## config.mk

```make
export PLATFORM = sky130hd
export DESIGN_NAME = output_port_arbiter
export DESIGN_NICKNAME = d
export VERILOG_FILES = /design/src/rtl/noc_pkg.sv /design/src/rtl/rr_arbiter5.sv /design/src/rtl/output_port_arbiter.sv
export SDC_FILE = /design/constraint.sdc
export NUM_CORES = 1
export LEC_CHECK = 0
export BUFFER_PORTS_ARGS = -buffer_cell sky130_fd_sc_hd__buf_2
export CAP_MARGIN = 20
export CORE_MARGIN = 3
export CORE_UTILIZATION = 50
export DETAILED_ROUTE_END_ITERATION = 8
export PLACE_DENSITY = 0.92
export SYNTH_ARGS = -nofsm -noshare
export SYNTH_HDL_FRONTEND = slang
export SYNTH_HIERARCHICAL = 1
export SYNTH_SLANG_ARGS = --single-unit
```

## constraint.sdc

```tcl
create_clock -name clk -period 9.5 [get_ports clk]
set_input_delay 1.9 -clock clk [delete_from_list [all_inputs] [get_ports clk]]
set_output_delay 1.9 -clock clk [all_outputs]
set_load 0.01 [all_outputs]
```

## src/rtl/noc_pkg.sv

```systemverilog
// Shared NoC router types: port indices, lock states and flit helpers.
// Imported by rr_arbiter5 and output_port_arbiter.
package noc_pkg;

  localparam int NUM_PORTS = 5;

  typedef enum logic [2:0] {
    PORT_N = 3'd0,
    PORT_S = 3'd1,
    PORT_E = 3'd2,
    PORT_W = 3'd3,
    PORT_L = 3'd4
  } port_e;

  typedef enum logic {
    LK_IDLE   = 1'b0,
    LK_LOCKED = 1'b1
  } lock_e;

  // Tail flag is the MSB of a flit.
  function automatic int tail_bit(input int data_w);
    return data_w - 1;
  endfunction

  // (base + off) mod 5, for base and off in 0..4.
  function automatic logic [2:0] wrap5(
    input logic [2:0] base,
    input logic [2:0] off
  );
    logic [3:0] sum;
    sum = {1'b0, base} + {1'b0, off};
    if (sum >= 4'd5) sum = sum - 4'd5;
    return sum[2:0];
  endfunction

endpackage

```

## src/rtl/rr_arbiter5.sv

```systemverilog
// Five-way round-robin selector, purely combinational.
// Ports: req (5 requests), ptr (start index 0-4), grant (one-hot or zero).
import noc_pkg::*;

module rr_arbiter5 (
  input  logic [4:0] req,
  input  logic [2:0] ptr,
  output logic [4:0] grant
);

  logic       found;
  logic [2:0] idx;

  // Walk ptr, ptr+1, ... wrapping 4->0; first requester wins.
  always_comb begin
    grant = '0;
    found = 1'b0;
    idx   = '0;
    for (int i = 0; i < NUM_PORTS; i++) begin
      idx = wrap5(ptr, 3'(i));
      if (!found && req[idx]) begin
        grant[idx] = 1'b1;
        found      = 1'b1;
      end
    end
  end

endmodule

```

## src/rtl/output_port_arbiter.sv

```systemverilog
// Router output port: round-robin arbitration, credit flow control and a
// registered flit stage. Define PKT_LOCK_EN for a wormhole packet lock.
// Ports: clk, rst (async high), req_i/data_i from 5 input queues,
// grant_o pops the winner, credit_i returns slots, valid_o/data_o/src_o
// registered flit, credits_o credit count, err_o sticky credit overflow.
import noc_pkg::*;

module output_port_arbiter #(
  parameter int DATA_W  = 32,
  parameter int CREDITS = 4,
  localparam int CW     = $clog2(CREDITS + 1)
) (
  input  logic                  clk,
  input  logic                  rst,
  input  logic [4:0]            req_i,
  input  logic [5*DATA_W-1:0]   data_i,
  output logic [4:0]            grant_o,
  input  logic                  credit_i,
  output logic                  valid_o,
  output logic [DATA_W-1:0]     data_o,
  output logic [2:0]            src_o,
  output logic [CW-1:0]         credits_o,
  output logic                  err_o
);

  localparam logic [CW-1:0] CMAX = CW'(CREDITS);

  logic [2:0]        r_ptr;
  logic [CW-1:0]     r_credits;
  logic              r_err;
  logic              r_valid;
  logic [DATA_W-1:0] r_data;
  logic [2:0]        r_src;

  logic [4:0]        w_rr_grant;
  logic [4:0]        w_cand;
  logic [4:0]        w_grant;
  logic              w_gnt;
  logic [DATA_W-1:0] w_sel;
  logic [2:0]        w_src;
  logic              w_ptr_en;

  rr_arbiter5 u_rr (
    .req   (req_i),
    .ptr   (r_ptr),
    .grant (w_rr_grant)
  );

`ifdef PKT_LOCK_EN
  localparam int TB = tail_bit(DATA_W);

  lock_e      r_state;
  lock_e      w_state_nxt;
  logic [2:0] r_lock_port;
  logic [2:0] w_lock_port_nxt;
  logic       w_tail;

  // While locked only the owning port can win.
  always_comb begin
    w_cand = w_rr_grant;
    if (r_state == LK_LOCKED)
      w_cand = req_i & (5'b00001 << r_lock_port);
  end
`else
  assign w_cand = w_rr_grant;
`endif

  // A credit arriving this cycle is not visible until r_credits updates.
  assign w_grant = (rst || r_credits == '0) ? '0 : w_cand;
  assign w_gnt   = |w_grant;
  assign grant_o = w_grant;

  always_comb begin
    w_sel = '0;
    w_src = '0;
    for (int k = 0; k < NUM_PORTS; k++) begin
      if (w_grant[k]) begin
        w_sel = data_i[k*DATA_W +: DATA_W];
        w_src = 3'(k);
      end
    end
  end

`ifdef PKT_LOCK_EN
  assign w_tail   = w_sel[TB];
  // Pointer only moves once a whole packet has gone.
  assign w_ptr_en = w_gnt && w_tail;

  always_ff @(posedge clk or posedge rst) begin
    if (rst) begin
      r_state     <= LK_IDLE;
      r_lock_port <= '0;
    end else begin
      r_state     <= w_state_nxt;
      r_lock_port <= w_lock_port_nxt;
    end
  end

  always_comb begin
    w_state_nxt     = r_state;
    w_lock_port_nxt = r_lock_port;
    unique case (r_state)
      LK_IDLE: begin
        if (w_gnt && !w_tail) begin
          w_state_nxt     = LK_LOCKED;
          w_lock_port_nxt = w_src;
        end
      end
      LK_LOCKED: begin
        if (w_gnt && w_tail)
          w_state_nxt = LK_IDLE;
      end
      default: w_state_nxt = LK_IDLE;
    endcase
  end
`else
  assign w_ptr_en = w_gnt;
`endif

  always_ff @(posedge clk or posedge rst) begin
    if (rst) begin
      r_ptr <= '0;
    end else if (w_ptr_en) begin
      r_ptr <= wrap5(w_src, 3'd1);
    end
  end

  // Grant and credit together cancel out.
  always_ff @(posedge clk or posedge rst) begin
    if (rst) begin
      r_credits <= CMAX;
      r_err     <= 1'b0;
    end else if (w_gnt && !credit_i) begin
      r_credits <= r_credits - 1'b1;
    end else if (!w_gnt && credit_i) begin
      if (r_credits == CMAX)
        r_err <= 1'b1;
      else
        r_credits <= r_credits + 1'b1;
    end
  end

  always_ff @(posedge clk or posedge rst) begin
    if (rst) begin
      r_valid <= 1'b0;
      r_data  <= '0;
      r_src   <= '0;
    end else begin
      r_valid <= w_gnt;
      if (w_gnt) begin
        r_data <= w_sel;
        r_src  <= w_src;
      end
    end
  end

  assign valid_o   = r_valid;
  assign data_o    = r_data;
  assign src_o     = r_src;
  assign credits_o = r_credits;
  assign err_o     = r_err;

endmodule

```

Word level (Yosys, flattened, before mapping):

Cells that the tools add are included.

* eq/ne operators: 2
* order comparisons: 16
* reduce and logical (&&, ||, !) cells: 23
* multiplexer cells: 48
* add/sub/neg operators: 13
* bitwise logic cells: 5

Operators by type and width (count)
* 32-bit two-way mux: 5
* 3-bit two-way mux: 12
* 5-bit two-way mux: 6
* 4-bit by 3-bit greater-or-equal comparator with 1-bit output, second input constant: 5
* 3-bit by 4-bit < comparator with 1-bit output, second input constant: 5
* 5-bit bitwise OR: 4
* 3-bit subtractor, second input constant: 6
* 1-bit binary-select mux with 3-bit select: 5
* 1-bit demux with 3-bit select: 5
* 3-bit by 1-bit greater-or-equal comparator with 1-bit output, second input constant: 5
* 1-bit two-way mux: 15
* 1-bit logical AND: 11
* 3-bit by 1-bit adder with 4-bit output, second input constant: 2
* 3-bit by 2-bit adder with 4-bit output, second input constant: 2
* 1-bit logical NOT: 6
* 5-bit OR reduction: 1
* 3-bit by 3-bit adder with 4-bit output, second input constant: 1
* 3-bit by 1-bit adder with 3-bit output, second input constant: 1
* 3-bit == test, second input constant: 1
* 3-bit greater-or-equal comparator, second input constant: 1
* 3-bit logical NOT: 1
* 3-bit AND reduction: 1
* 3-bit by 1-bit subtractor with 3-bit output, second input constant: 1
* 2-bit != test, second input constant: 1
* 4 further kinds: 4

* bits in registers: 43
* output and inout bits: 45
* word-level logic and storage cells: 113
* input bits: 168

Logic depth before layout (Yosys ltp):

* word-level depth: 25
* gate-level depth with buffers: 22
* mapped depth without buffers: 20

Hierarchy:

The synthesis kept the hierarchy.

Modules (own cells, without submodules)
* output_port_arbiter: area each 3061.7 µm², seq. area each 1077.3 µm², times used 1, cells each 415
* rr_arbiter5: area each 1156.1 µm², seq. area each 0.0 µm², times used 1, cells each 162

Least setup slack after synthesis:

Ideal clock, no wire load.

* path kind: input -> output
* from: input port req_i[1]
* to: output port grant_o[4]
* required time: 7.600 ns
* setup slack: 3.343 ns
* arrival time: 4.257 ns
* path buffers: 4
* cell stages on the path: 12
* cell sequence: clkbuf_1 mux2i_1 nand2_1 o221ai_2 a22oi_1 or4_1 nor2_1 a211o_1 buf_4 nor3b_2 buf_2 buf_4

* word-level cells in the longest chain between the ends: 16
* elaborated cells between the ends (all ways): 32
* those cells by class: mux: 20; bitwise: 4; reduce/logical: 8

RTL lines
* start: declaration: line output_port_arbiter.sv:15 `input logic [4:0] req_i,`
* 1-bit binary-select mux with 3-bit select: line rr_arbiter5.sv:21 `if (!found && req[idx]) begin`
* 1-bit two-way mux (implied by the code): line rr_arbiter5.sv:21
* 1-bit two-way mux: line rr_arbiter5.sv:21
* 1-bit logical NOT: line rr_arbiter5.sv:21
* 1-bit logical AND: line rr_arbiter5.sv:21
* 1-bit two-way mux: line rr_arbiter5.sv:21
* 1-bit logical NOT: line rr_arbiter5.sv:21
* 1-bit logical AND: line rr_arbiter5.sv:21
* 1-bit two-way mux: line rr_arbiter5.sv:21
* 1-bit logical NOT: line rr_arbiter5.sv:21
* 1-bit logical AND: line rr_arbiter5.sv:21
* 1-bit two-way mux: line rr_arbiter5.sv:21
* 1-bit logical NOT: line rr_arbiter5.sv:21
* 1-bit logical AND: line rr_arbiter5.sv:21
* 5-bit two-way mux (*): line rr_arbiter5.sv:21
* named net w_cand[4]: line output_port_arbiter.sv:36 `logic [4:0] w_cand;`
* 5-bit two-way mux (*): line output_port_arbiter.sv:69 `assign w_grant = (rst || r_credits == '0) ? '0 : w_cand;`
* end: declaration: line output_port_arbiter.sv:17 `output logic [4:0] grant_o,`

Mark *: on every way through the listed nets, which the timed path passes. The rest lies on a longest branch. The select of a mux whose other input is x is not followed.

Worst setup path after layout:

* from: register r_ptr[0]
* to: output port grant_o[4]

* word-level cells in the longest chain between the ends: 18
* elaborated cells between the ends (all ways): 76
* those cells by class: add/sub: 9; order compare: 15; mux: 35; bitwise: 4; reduce/logical: 13

RTL lines
* start: declaration: line output_port_arbiter.sv:28 `logic [2:0] r_ptr;`
* start signal: assignment: line output_port_arbiter.sv:124 `r_ptr <= wrap5(w_src, 3'd1);`
* parallel branches: the longest is 16 deep, another holds 3-bit by 1-bit adder with 4-bit output
* 5-bit two-way mux (*): line rr_arbiter5.sv:21
* named net w_cand[4]: line output_port_arbiter.sv:36
* 5-bit two-way mux (*): line output_port_arbiter.sv:69

Mark *: on every way through the listed nets, which the timed path passes. The select of a mux whose other input is x is not followed.

==> implementation parameters <==
Parameter                              Value

Run status
  Status    completed

Die
  Die Span X    a little under 100 um
  Vertical extent of the die    97.8 um
  Initial standard-cell utilization of the core    a little over half
  Area of the die    between 9000 and 10000 um^2
  Std-Cell Core Area    between 7000 and 8000 um^2
  Number of primary I/O pins    approximately 210
  Placement row count    32

Synth
  Combinational family with the most area after synthesis    compound AO/OA/AOI/OAI gates
  Fraction of the yosys area taken by sequential cells    25.5%
  Number of enable-type register cells in the synthesized netlist    0
  Primary FF master, synth    sky130_fd_sc_hd__dfrtp_1
  Multiplexer fraction of the synthesized cell area    3.14%
  Synth cell types    65
  Yosys top cell area share    between 20% and 30%
  Post-synthesis instance total    577
  Synth Area in Compound Gates    between 30% and 40%
  Average cell area after synthesis    7.31 um^2
  Largest cells by area after synthesis    sky130_fd_sc_hd__dfrtp_1 25%, sky130_fd_sc_hd__nand2_1 15%, sky130_fd_sc_hd__a32oi_1 6.0%
  Xor/xnor cell area share of the yosys netlist    0%
  Netlist Area Pre-Place    between 4000 and 5000 um^2
  Post-synthesis register bit count    43
  Fraction of registers with async set/reset    100%
  Adder and majority cell fraction of the synthesized area    about 4.5%
  Post-synthesis net count    approximately 760
  Simple-gate share of the synthesized area    between 20% and 30%
  Most area-hungry cell type in the Yosys netlist    sky130_fd_sc_hd__dfrtp_1
  Number of warnings reported in the yosys synthesis log    6

Routing
  Number of violations reported at the end of detailed-routing iteration 0    439
  Via Count    just over 5000
  Final wirelength    15.2 mm
  Via density per instance    slightly above 6
  Drc violations    0
  Remaining number of nets flagged by the antenna check after routing    0
  Number of detailed-route iterations in the first pass    5
  Post-detailed-route wirelength per cell    roughly 18 um

STA
  Final Cycle Share    a little under 70%
  Layout Skew    about 0.011 ns
  Hold violation total from the final report    0
  Max-slew violations    0
  Worst rel slew slack    about two fifths
  Final setup violation count    0
  Max Clk Rate    roughly 0.16 GHz
  Setup repair after global routing missed its margin    no
  Accumulated negative setup slack    0 ns
  Clock period minus final worst setup slack    6.42 ns
  Transition time at the pin with the least slew margin    a little under 0.9 ns

Worst setup path
  WP buf/inv    2
  Critical path data arrival time    roughly 4.5 ns
  Cell type of the slowest stage on the worst timing path    sky130_fd_sc_hd__dfrtp_1
  Max stage delay on crit path    0.83 ns
  Worst reg-to-reg setup slack    3.43 ns
  Reg2reg start    r_ptr[0]
  Top delay family on crit path    compound AO/OA/AOI/OAI gates
  Required time reported for the critical path endpoint    7.60 ns
  Total number of cells along the worst setup path    12
  Nature of the critical path startpoint    flop
  Cell breakdown of the critical path    inv_1 > ha_1 > ha_1 > o21bai_1 > o21ai_0 > nor2_1 > o31ai_2 > o22ai_1 > o2bb2ai_1 > a211o_1 > nor3b_4 > buf_2
  Cell repeated most along the worst path    sky130_fd_sc_hd__ha_1
  Path depth of the worst reg2reg path    17
  Type of element capturing the critical path    primary output
  Crit path max fanout    23
  Type of the setup path with the least slack    flop to primary output
  Worst r2r dst    credits_o[0]

Placed design
  Input/output buffers    212
  Placed wire-length estimate    roughly 12 mm
  Placer congestion estimate    between 1 and 1.5
  DP Area    around 5300 um^2
  DP Cell Count    about 850

Pwr
  Total power density per cell area    about 470 nW/um^2
  Worst IR drop on VDD    around 0.00025 V
  Static leakage    ~2.6 nW

Clocking
  Total number of H-tree levels    2
  Hold Buf Count CTS    0
  Clk root buf    sky130_fd_sc_hd__clkbuf_8
  Clock sink count    between 40 and 50
  CTS resizes    0
  CTS Buf Count    5
  Post-CTS setup buffer count    0
  Insertion delay to the later sink of the worst-skew pair    around 0.30 ns
  Clock tree from TritonCTS    built
  Clk buf depth    2
  Register clock-pin slew on the reported worst setup and hold paths    around 0.090 ns

Finish
  Synthesis-to-layout area growth    27.6%
  Register area    1080 um^2
  Number of antenna diodes    0
  Final non-filler cell area    5380 um^2
  Fraction of final layout cells sized beyond drive strength 1    between 30% and 40%
  Number of cells in the finished layout apart from fillers    860
  Final Core Density    67.5%
  Fin nets    939
  Area of the multi-input gates    approximately 2900 um^2
  Fillcell total    a little under 700

Worst hold path
  Startpoint of the worst hold path    src_o[2]
  Endpoint, Worst Hold    src_o[2]
  Min-Delay Path Depth    1
  Worst min-delay path class    flop to flop

Job
  Max_cap viols    0

Global route
  Total track usage    approximately 30%
  Antenna violations before repair    0
  Wire length of the first global-routing pass    between 20 and 25 mm
  Via count of the first global-routing pass    5056
  Pin count of the biggest net entering global routing    68
  Grt ovf    0
## cell usage after synthesis (all sizes together) (2+ instances only)
cell,number
o2bb2ai,2
or2,3
or4,3
o31ai,6
nand3,6
o221ai,2
o22ai,4
dfrtp,42
a31oi,3
fa,2
nor2b,36
nand4b,2
a22oi,9
o211ai,30
a221o,3
nand2b,8
inv,20
a32oi,29
nor2,18
a21o,3
clkbuf,23
nor4,3
o21a,2
buf,23
mux2i,11
mux2,2
a211o,3
a21oi,20
o21ai,47
o32ai,3
nand4,2
ha,12
nor3,8
and2,6
nand2,164
## cells in the final DEF (no fill, tap or decap), types with 9 or more instances in the layout
master and n:
sky130_fd_sc_hd__buf_2 212, sky130_fd_sc_hd__dfrtp_1 42, sky130_fd_sc_hd__a21oi_1 18, sky130_fd_sc_hd__inv_1 18, sky130_fd_sc_hd__o21ai_0 41, sky130_fd_sc_hd__nand2_1 164, sky130_fd_sc_hd__o211ai_1 30, sky130_fd_sc_hd__a22oi_1 9
sky130_fd_sc_hd__nor2b_1 35, sky130_fd_sc_hd__ha_1 12, sky130_fd_sc_hd__nor2_1 17, sky130_fd_sc_hd__mux2i_1 11, sky130_fd_sc_hd__a32oi_1 29
## stage by stage
| stage | hold slack [ns] | power [mW] | setup slack (ns) |
|---|---|---|---|
| after global placement | 0.457 | 2.28 | 3.23 |
| final | 0.482 | 2.53 | 3.08 |
| after CTS | 0.482 | 2.51 | 3.14 |
| after global routing | 0.497 | 2.75 | 2.80 |
| after detailed placement | 0.460 | 2.35 | 3.19 |
| after floorplan | 0.503 | 1.85 | 3.34 |
## where the power goes
group | switching [mW] | total, mW | internal [mW]
combinational | 1.25 | 2.00 | 0.748
sequential | 0.0933 | 0.382 | 0.289
clock | 0.0653 | 0.152 | 0.0865
total | 1.41 | 2.53 | 1.12
## cell families after synthesis
logic type / after synthesis
buffers and inverters: 66
DFF: 43
muxes: 13
adders and majority gates: 14
AOI/OAI and AO/OA: 177
and+or+nand+nor: 264
## sequential cells by signal, summed over array words and instances, names as in the netlist
| name | cells |
|---|---|
| err_o | 1 |
| data_o | 32 |
| src_o | 3 |
| r_ptr | 3 |
| credits_o | 3 |
| valid_o | 1 |
## worst max path at each step
| stage | end | slack [ns] | startpoint |
|---|---|---|---|
| 2_1_floorplan | grant_o[4] | 3.34 | req_i[1] |
| 3_3_place_gp | grant_o[4] | 3.23 | req_i[3] |
| 3_5_place_dp | grant_o[4] | 3.19 | req_i[3] |
| 4_1_cts | grant_o[4] | 3.14 | r_ptr[0] |
| 5_1_grt | grant_o[4] | 2.80 | r_ptr[0] |
| 6_report | grant_o[4] | 3.08 | r_ptr[0] |
## routing by layer
metal / global-route usage [%] / wire length [um]
met1: 37.9 / 5690
met2: 52.1 / 7610
met3: 4.79 / 1320
met4: 13.4 / 545
met5: 0 / 0
## area by class of cell
cell class	count	area share (%)
timing repair buffer	219	20.7
clock inverter	2	0.721
clock buffer	6	1.53
tap	102	2.37
multi-input combinational	468	53.3
inverter	20	1.40
sequential	43	20.0
(Power assumes the default switching activity.)
